==> src/rtl/shift_rows_pipe.sv <==
// Pipelined AES/Rijndael ShiftRows / InvShiftRows stage (Nb = 4, 6 or 8) with a 2-entry skid buffer.
// Define SHIFT_ROWS_PIPE_STATS_EN to add the blk_count transfer counter port.
module shift_rows_pipe #(
  parameter int NB    = 4,
  parameter int TAG_W = 4,
  parameter int CNT_W = 32
) (
  input  logic              clk,
  input  logic              rst,
  input  logic              in_valid,
  output logic              in_ready,
  input  logic              in_inverse,
  input  logic [TAG_W-1:0]  in_tag,
  input  logic [32*NB-1:0]  in_state,
  output logic              out_valid,
  input  logic              out_ready,
  output logic [TAG_W-1:0]  out_tag,
  output logic [32*NB-1:0]  out_state
`ifdef SHIFT_ROWS_PIPE_STATS_EN
  ,
  output logic [CNT_W-1:0]  blk_count
`endif
);

  generate
    if (!(NB == 4 || NB == 6 || NB == 8)) begin : g_bad_nb
      $error("shift_rows_pipe: NB must be 4, 6 or 8");
    end
    if (CNT_W < 1) begin : g_bad_cnt
      $error("shift_rows_pipe: CNT_W must be at least 1");
    end
  endgenerate

  localparam logic [1:0] S_EMPTY = 2'd0;
  localparam logic [1:0] S_ONE   = 2'd1;
  localparam logic [1:0] S_FULL  = 2'd2;

  logic [32*NB-1:0] fwd_state;
  logic [32*NB-1:0] inv_state;
  logic [32*NB-1:0] shifted;

  // Source columns are fixed at elaboration, so the permutation is pure wiring.
  genvar gi, gj;
  generate
    for (gi = 0; gi < 4; gi++) begin : g_row
      localparam int OFF = (NB == 8 && gi >= 2) ? gi + 1 : gi;
      for (gj = 0; gj < NB; gj++) begin : g_col
        localparam int SRC_F = (gj + OFF) % NB;
        localparam int SRC_I = (gj - OFF + NB) % NB;
        assign fwd_state[(gj*4+gi)*8 +: 8] = in_state[(SRC_F*4+gi)*8 +: 8];
        assign inv_state[(gj*4+gi)*8 +: 8] = in_state[(SRC_I*4+gi)*8 +: 8];
      end
    end
  endgenerate

  assign shifted = in_inverse ? inv_state : fwd_state;

  logic [1:0]       state_reg, state_next;
  logic             in_ready_reg;
  logic [32*NB-1:0] head_state_reg, skid_state_reg;
  logic [TAG_W-1:0] head_tag_reg, skid_tag_reg;
  logic             in_fire, out_fire;

  assign in_ready  = in_ready_reg;
  assign out_valid = (state_reg != S_EMPTY);
  assign out_state = head_state_reg;
  assign out_tag   = head_tag_reg;
  assign in_fire   = in_valid & in_ready_reg;
  assign out_fire  = out_valid & out_ready;

  always_comb begin
    state_next = state_reg;
    case (state_reg)
      S_EMPTY: if (in_fire) state_next = S_ONE;
      S_ONE: begin
        if (in_fire && !out_fire)      state_next = S_FULL;
        else if (!in_fire && out_fire) state_next = S_EMPTY;
      end
      S_FULL:  if (out_fire) state_next = S_ONE;
      default: state_next = S_EMPTY;
    endcase
  end

  always_ff @(posedge clk) begin
    if (rst) begin
      state_reg      <= S_EMPTY;
      in_ready_reg   <= 1'b0;
      head_state_reg <= '0;
      head_tag_reg   <= '0;
      skid_state_reg <= '0;
      skid_tag_reg   <= '0;
    end else begin
      state_reg    <= state_next;
      in_ready_reg <= (state_next != S_FULL);
      case (state_reg)
        S_EMPTY: begin
          if (in_fire) begin
            head_state_reg <= shifted;
            head_tag_reg   <= in_tag;
          end
        end
        S_ONE: begin
          // With a simultaneous pop the new entry goes straight to the head.
          if (in_fire && out_fire) begin
            head_state_reg <= shifted;
            head_tag_reg   <= in_tag;
          end else if (in_fire) begin
            skid_state_reg <= shifted;
            skid_tag_reg   <= in_tag;
          end
        end
        S_FULL: begin
          if (out_fire) begin
            head_state_reg <= skid_state_reg;
            head_tag_reg   <= skid_tag_reg;
          end
        end
        default: ;
      endcase
    end
  end

`ifdef SHIFT_ROWS_PIPE_STATS_EN
  logic [CNT_W-1:0] blk_count_reg;

  always_ff @(posedge clk) begin
    if (rst) blk_count_reg <= '0;
    else if (out_fire) blk_count_reg <= blk_count_reg + 1'b1;
  end

  assign blk_count = blk_count_reg;
`endif

endmodule

==> config.mk <==
export PLATFORM = sky130hd
export DESIGN_NAME = shift_rows_pipe
export DESIGN_NICKNAME = d
export VERILOG_FILES = /design/src/rtl/shift_rows_pipe.sv
export SDC_FILE = /design/constraint.sdc
export NUM_CORES = 1
export LEC_CHECK = 0
export CORE_ASPECT_RATIO = 0.6
export CORE_MARGIN = 3
export CORE_UTILIZATION = 53
export DETAILED_ROUTE_END_ITERATION = 12
export DONT_BUFFER_PORTS = 1
export GPL_ROUTABILITY_DRIVEN = 1
export PLACE_DENSITY = 0.65
export SLEW_MARGIN = 15
export SYNTH_ARGS = -nofsm -noshare
export SYNTH_HDL_FRONTEND = slang
export SYNTH_SLANG_ARGS = --single-unit
==> constraint.sdc <==
create_clock -name clk -period 2.35 [get_ports clk]
set_input_delay 0.235 -clock clk [delete_from_list [all_inputs] [get_ports clk]]
set_output_delay 0.235 -clock clk [all_outputs]
set_load 0.02 [all_outputs]
Yosys cells after proc, flatten, opt, wreduce, memory -nomap -nowiden. Index checks and enable logic that the tools add are counted. Widths: inputs -> output; s select.

Flip-flop bits (word level): 267. Bits of input ports: 137.

Eq/ne operators: 6. Multiplexer cells: 14. Bitwise gates (word level): 3. Reduce and logical (&&, ||, !) cells: 10.

Operators by type and width (count): $mux 128 (4); $pmux 128 s3 (1); $mux 4 (3); $pmux 4 s3 (1); $mux 2 (4); $ne 2x2->1 const B (4); $pmux 2 s3 (1); $reduce_and 4->1 (1); $logic_and 1x1->1 (3); $reduce_and 3->1 (1); $reduce_bool 3->1 (1); $and 1x1->1 (2); $eq 2x1->1 const B (1); $eq 2x2->1 const B (1); $logic_not 1->1 (2); $logic_not 2->1 (1); $reduce_bool 2->1 (1); $not 1->1 (1).

Longest topological paths before layout. Gate-level depths: netlist of the first run.

Depth after elaboration: 7. Depth in mapped cells: 7. Depth with buffers taken out: 4.

Least setup slack after synthesis of the first run. OpenSTA, ideal clock, no wires.

Path type: flip-flop to flip-flop. From: reg in_ready_reg, in the netlist in_ready. To: reg skid_state_reg[13]. Data arrival time: 1.455 ns. Data required time: 2.269 ns. Path slack: 0.814 ns. Cell stages (with the launch flop): 7. Clock period less this slack: 1.536 ns. Path through: dfxtp_1 -> and3b_1 -> and2_1 -> buf_2 -> clkbuf_1 -> nor2_1 -> a211oi_2.

Cells in the longest elaborated chain, start to end: 4.

Ends and longest elaborated chain: start, declared (RTL line 59) `logic in_ready_reg;`; start signal, assigned (RTL line 94) `in_ready_reg <= (state_next != S_FULL);`; $and 1x1->1 (*) (RTL line 68) `assign in_fire = in_valid & in_ready_reg;`; $logic_and 1x1->1 (RTL line 104) `if (in_fire && out_fire) begin`; $not 1->1 (no source line); $reduce_and 3->1 (no source line) (*); end signal, assigned (RTL line 108) `skid_state_reg <= shifted;`; end, declared (RTL line 60) `logic [32*NB-1:0] head_state_reg, skid_state_reg;`.

Mark *: on every way between the ends. The rest lies on a longest branch, timed or not. A chain may end at the register's enable or synchronous reset.

Final worst setup path of the first run.
From: reg state_reg[0]. To: reg head_state_reg[48], in the netlist out_state[48].

Cells in the longest elaborated chain, start to end: 5. Elaborated cells on any way between the ends: 12. Classes of those cells: eq/ne (5); mux (1); bitwise (1); reduce/logical (5).

Ends and longest elaborated chain: start, declared (RTL line 58) `logic [1:0] state_reg, state_next;`; start signal, assigned (RTL line 93) `state_reg <= state_next;`; $reduce_bool 2->1 (RTL line 65) `assign out_valid = (state_reg != S_EMPTY);`; $and 1x1->1 (RTL line 69) `assign out_fire = out_valid & out_ready;`; $logic_and 1x1->1 (RTL line 104); $ne 2x2->1 (no source line); $reduce_and 4->1 (no source line); end signal, assigned (RTL line 98) `head_state_reg <= shifted;`; end signal, assigned (RTL line 105) `head_state_reg <= shifted;`; end signal, assigned (RTL line 114) `head_state_reg <= skid_state_reg;`; end, declared (RTL line 60).

Several ways; a longest one is shown, not always the timed one.

==> results of run 1 <==
-- metal layers --
metal | wire length, µm | vias up
met4 | 642 | 0
met2 | 14400 | 320
met3 | 3000 | 52
met5 | 0 | -
met1 | 14400 | 4602
li1 | - | 4681
-- worst min-delay path by stage --
| stage | from | end | slack, ns |
|---|---|---|---|
| 2_1_floorplan | out_ready | in_ready$_SDFF_PP0_ | 0.36 |
| 3_3_place_gp | rst | skid_state_reg[36]$_SDFFE_PP0P_ | 0.32 |
| 3_5_place_dp | rst | skid_state_reg[51]$_SDFFE_PP0P_ | 0.33 |
| 4_1_cts | in_state[76] | skid_state_reg[44]$_SDFFE_PP0P_ | 0.001 |
| 5_1_grt | in_state[28] | skid_state_reg[124]$_SDFFE_PP0P_ | 0.003 |
| 6_report | in_state[118] | out_state[54]$_SDFFE_PP0P_ | 0.002 |
-- worst max-delay path: cells and delay by family (launching register included) --
family	cells	cell delay, ns
AO/OA/AOI/OAI	2	0.63
AND/OR/NAND/NOR	2	0.28
flip-flops	1	0.34
buffers and inverters	3	0.99
-- cells in the mapped netlist --
library cell | instances | share of area (%)
a211oi_1 | 86 | 5.8
and2b_1 | 1 | 0.067
a21oi_1 | 134 | 6.0
buf_4 | 11 | 0.74
o31ai_2 | 1 | 0.11
clkbuf_1 | 53 | 1.8
and3b_1 | 1 | 0.078
mux2i_1 | 133 | 12
buf_1 | 4 | 0.13
a211oi_2 | 46 | 5.1
nand2_1 | 267 | 8.9
and2_1 | 1 | 0.056
dfxtp_1 | 267 | 48
nand2b_1 | 1 | 0.056
nor2b_1 | 1 | 0.056
o31a_1 | 1 | 0.078
nand3b_1 | 1 | 0.067
nor2_1 | 134 | 4.5
or2_2 | 1 | 0.056
buf_2 | 43 | 1.9
buf_6 | 6 | 0.60
o22a_1 | 1 | 0.078
o211ai_1 | 64 | 4.3
-- timing repair --
action	CTS	global route
endpoints found under the hold margin	267	2
gates resized for setup	0	26
hold buffers	197	1
setup endpoints to repair	0	147
setup buffers	0	11
-- metrics by stage --
step / power, W / util [%] / setup WS [ns] / cell area [µm²]
floorplan: 0.00575 / - / 0.814 / 11200
global placement: 0.00582 / 55.3 / 0.611 / 11300
detailed placement: 0.00584 / 55.3 / 0.530 / 11300
CTS: 0.00994 / 68.8 / 0.0143 / 14000
global route: 0.0104 / 70.5 / -0.0757 / 14400
finish: 0.00999 / 70.5 / 0.0319 / 14400
-- logic make-up (layout without fill, tap and decap cells) --
group | count (synthesis) | in the layout | share of synthesized area, %
buf+inv | 117 | 274 | 5.17
simple gates | 408 | 409 | 13.9
mux | 133 | 133 | 11.9
flops | 267 | 267 | 47.7
compound gates | 333 | 333 | 21.4
-- cell type report --
cell class,instances,share of cell area (%)
Tap cell,273,2.38
Multi-Input combinational cell,875,37.5
Sequential cell,267,37.2
Timing Repair Buffer,231,17.5
Clock inverter,10,0.601
Clock buffer,33,4.77
-- where the power goes --
part	internal, W	leakage, nW	switching (W)
Clock	0.00217	0.379	0.00175
Combinational	0.000508	3.51	0.000507
Sequential	0.00472	2.17	0.000339
Total	0.00739	6.06	0.00259
==> results.toml, run 1 <==
[clock_tree]
root_buffer = "clkbuf_16"
clk-insertion-delay-late_ns = 0.52
cts_sinks = 267
cts_tree = "yes"
numCtsBuffers = 25
cts.path.max_buffers = 3
clk_pin_slew_ns = 0.07
htree_levels = 1

[finish]
syn_to_final_growth_pct = 28.1
n_antenna_cell = 0
drive_gt1_share_pct = 10.1
final_cells = 1689
seqCellArea_um2 = 5350
nets = 1537
multi_input_area_um2 = 5390
fillers = 1581
mostFrequentLayoutCells = "nand2_1, dfxtp_1, dlygate4sd3_1"

[floorplanning]
core_region_area_um2 = 20400
start_util_pct = 55.0
ioPinCount = 271
die_h_um = 119
die_x_um = 194
rows = 40
die_area_um2 = 23000

[timing]
fin_crit_sh_pct = 98.6
worstMarginPinSlew_ns = 0.570
finalHoldViolCount = 0
finalSetupViolCount = 0
holdWs_ns = 0.00222
final.min_clock_period_ns = 2.32
fin_skew_ns = 0.0199
rsz0062_at_grt = "yes"
slew_headroom_pct = 62.0
fin_tns_setup_ns = 0
drv_slew = 0
max_clock_freq_mhz = 431

[worst_hold_path]
hp-class = "in -> reg"
hold_depth = 2

[drt]
drtAntennaViolNets = 0
drc = 0
via_per_inst = 5.72
routed_wl_mm = 32.5
via_count = 9655
post_drt_wl_per_cell_um = 19.2
firstDrtPassIters = 5
drtIter0Drc = 590

[worst_setup_path]
reg2regPathDepth = 7
r2r-end = "out_state[48]$_SDFFE_PP0P_"
path_cells = "and2b_2, o31ai_4, buf_4, clkbuf_16, nor2_1, a211oi_1, dlygate4sd3_1"
cp.arrival_ns = 2.76
critPathCapture = "out_state[48]$_SDFFE_PP0P_"
critPathCaptureType = "flip-flop"
crit_path_top_delay_cell = "dlygate4sd3_1"
startpoint = "state_reg[0]$_SDFF_PP0_"
path_class = "reg -> reg"
cpPeakStageDelay_ns = 0.59
path_max_fanout = 14
worst_r2r_startpoint = "state_reg[0]$_SDFF_PP0_"
cp.required_ns = 2.80
start_kind = "flip-flop"
ff2ff_setup_slack_ns = 0.03

[power_and_ir_drop]
power_density_nw_per_um2 = 695
p_leak_nw = 6.06
ir_drop_mv = 0.556

[global_routing]
gr-total-overflow = 0
use_met3_pct = 8.77
grt_use_met1_pct = 34.5
gr-max-usage-layer = "met2"
grt_max_degree = 169
grt_use_met2_pct = 39.6
grt_pass1_vias = 9110
antenna_found_initial = 0
grt_pass1_wl_mm = 48.9
grt_usage_pct = 25.5

[flow_run]
cap_viol_max_count = 0

[placed_design]
routabilityCongestion = 0.757
dp.cells = 1432
io_buffers = 0
dp_hpwl_mm = 17.0

[logic_synthesis]
avgSynthCellArea_um2 = 8.91
postSynthCellCount = 1258
ys_ff_latch = 267
synth_nets = 1395
yosysUniqueCellTypes = 23
synth_warnings = 0
syn_area_um2 = 11200
seq_area_frac_synth_pct = 47.7

[outcome]
status = "complete, no violations"
Power figures use the tool's default switching activity.
==> run 2, diff against run 1 <==
--- a/config.mk
+++ b/config.mk
@@ -9,9 +9,8 @@
 export CORE_MARGIN = 3
 export CORE_UTILIZATION = 53
 export DETAILED_ROUTE_END_ITERATION = 12
-export DONT_BUFFER_PORTS = 1
 export GPL_ROUTABILITY_DRIVEN = 1
-export PLACE_DENSITY = 0.65
+export PLACE_DENSITY = 0.82
 export SLEW_MARGIN = 15
 export SYNTH_ARGS = -nofsm -noshare
 export SYNTH_HDL_FRONTEND = slang
==> run 2 against run 1 <==
Net effect:
- global-route usage shrank 0.72 points
- core utilization increased by 2.6 points
- via count rose by 1.5%
- clock skew shrank 0.013 ns
- first-iteration DRC count rose by 1.0%
- sequential share of layout area shrank 1.3 points
- largest cell class is now registers
- largest power group unchanged
- highest routed layer is now met5
==> results.toml, run 2 (synthesized netlist as in run 1, its figures left out) <==
[outcome]
status = "complete, no violations"

[floorplanning]
die_x_um = 194
die_area_um2 = 23000
rows = 40
ioPinCount = 271
core_region_area_um2 = 20400
die_h_um = 119
start_util_pct = 55.0

[finish]
mostFrequentLayoutCells = "clkdlybuf4s50_1, dfxtp_1, nand2_1"
n_antenna_cell = 0
drive_gt1_share_pct = 7.98
syn_to_final_growth_pct = 32.8
nets = 1599
fillers = 1525
final_common_cell = "clkdlybuf4s50_1"

[global_routing]
gr-total-overflow = 0
grt_max_degree = 117
grt_pass1_wl_mm = 47.8
grt_usage_pct = 24.7
grt_pass1_vias = 9279
antenna_found_initial = 1

[power_and_ir_drop]
p_leak_nw = 5.75
ir_drop_mv = 0.546
power_density_nw_per_um2 = 692

[clock_tree]
cts_tree = "yes"
postCtsSetupBuffers = 0
ctsHoldBuffers = 0
cts_resized = 0
numCtsBuffers = 24
cts.path.max_buffers = 3
clk-insertion-delay-late_ns = 0.51
root_buffer = "clkbuf_16"
htree_levels = 1
cts_sinks = 267
clk_pin_slew_ns = 0.07

[worst_hold_path]
hp-start = "rst"
hold-path-endpoint = "out_state[61]$_SDFFE_PP0P_"
hold_depth = 2
hp-class = "in -> reg"

[placed_design]
dp_hpwl_mm = 19.9
routabilityCongestion = 0.820
pre_cts_slack_ns = 0.136
io_buffers = 270

[drt]
post_drt_wl_per_cell_um = 17.2
via_per_inst = 5.60
routed_wl_mm = 30.1
drtAntennaViolNets = 0
drc = 0
via_count = 9803
drtIter0Drc = 596
firstDrtPassIters = 5

[timing]
worstMarginPinSlew_ns = 0.614
setup_slack_ns = 0.280
rsz0062_at_grt = "no"
finalSetupViolCount = 0
finalHoldViolCount = 0
fin_tns_setup_ns = 0
fin_crit_sh_pct = 88.1
fin_skew_ns = 0.00652
max_clock_freq_mhz = 483
final.min_clock_period_ns = 2.07
slew_headroom_pct = 59.1
drv_slew = 0

[worst_setup_path]
reg2regPathDepth = 6
path_cells = "or2_2, clkdlybuf4s50_1"
r2r-end = "out_state[38]$_SDFFE_PP0P_"
startpoint = "state_reg[1]$_SDFF_PP0_"
path_max_fanout = 8
path_class = "reg -> out"
critPathCaptureType = "primary output"
cp.arrival_ns = 1.83
cpPeakStageDelay_ns = 0.62
ff2ff_setup_slack_ns = 0.60
start_kind = "flip-flop"
cp.required_ns = 2.12
worst_r2r_startpoint = "state_reg[1]$_SDFF_PP0_"
crit_path_top_delay_cell = "clkdlybuf4s50_1"

[flow_run]
cap_viol_max_count = 0
[run 2: cell types whose count changed in the layout (fill, tap and decap cells not counted), sizes merged, moves of 2 or more]
cell,before,now
buf,29,27
clkinv,6,8
clkbuf,40,33
dlygate4sd3,195,0
clkdlybuf4s50,0,268
[run 2: worst max path at each step]
stage                                            endpoint  slack (ns)  cells after the start
after floorplan           skid_state_reg[13]$_SDFFE_PP0P_        0.81                      6
after global placement         out_state[71]$_SDFFE_PP0P_        0.25                      7
after detailed placement       out_state[86]$_SDFFE_PP0P_        0.14                      7
after CTS                                       out_valid        0.26                      2
after global routing                            out_valid        0.23                      2
final                                           out_valid        0.28                      2
[run 2: power by group]
group	switching (W)	internal, W	total (W)
Clock	0.00168	0.00218	0.00387
Combinational	0.000836	0.000765	0.00160
Sequential	0.000116	0.00472	0.00484
Total	0.00263	0.00767	0.0103
[run 2: final cells by class]
type                       count  area, µm²  area share (%)
multi-input combinational    874       5310            35.7
tap                          273        342            2.29
clock buffer                  33        696            4.67
timing repair buffer         295       3120            20.9
sequential                   267       5350            35.9
clock inverter                10       81.3           0.546
[run 2: per-stage QoR]
step | hold WS, ns | instance area, µm² | total power [W] | utilization [%] | instances
after global routing | 0.204 | 14900 | 0.0107 | 73.1 | 1752
after global placement | 0.438 | 14100 | 0.00649 | 69.3 | 1709
final | 0.170 | 14900 | 0.0103 | 73.1 | 1752
after detailed placement | 0.443 | 14100 | 0.00653 | 69.3 | 1709
after floorplan | 0.359 | 11200 | 0.00575 | - | 1258
after CTS | 0.169 | 14900 | 0.0104 | 73.1 | 1752
[run 2: per-layer routing]
metal / global-route usage [%] / share of wire (%) / routed length [µm]
met1: 34.8 / 46 / 13800
met2: 38.8 / 44 / 13300
met3: 6.44 / 8.0 / 2400
met4: 4.74 / 1.7 / 522
met5: 0 / 0.030 / 9
[run 2: critical path: cells and delay by family, from the launching register on]
| family | cells | cell delay [ns] |
|---|---|---|
| buffers and inverters | 1 | 0.62 |
| DFF | 1 | 0.53 |
| and+or+nand+nor | 1 | 0.18 |
==> run 3, diff against run 2 <==
--- a/config.mk
+++ b/config.mk
@@ -9,7 +9,7 @@
 export CORE_MARGIN = 3
 export CORE_UTILIZATION = 53
 export DETAILED_ROUTE_END_ITERATION = 12
-export GPL_ROUTABILITY_DRIVEN = 1
+export GPL_ROUTABILITY_DRIVEN = 0
 export PLACE_DENSITY = 0.82
 export SLEW_MARGIN = 15
 export SYNTH_ARGS = -nofsm -noshare
==> results of run 3 <==
No change in the layout: final DEF, timing and power equal those of run 2.
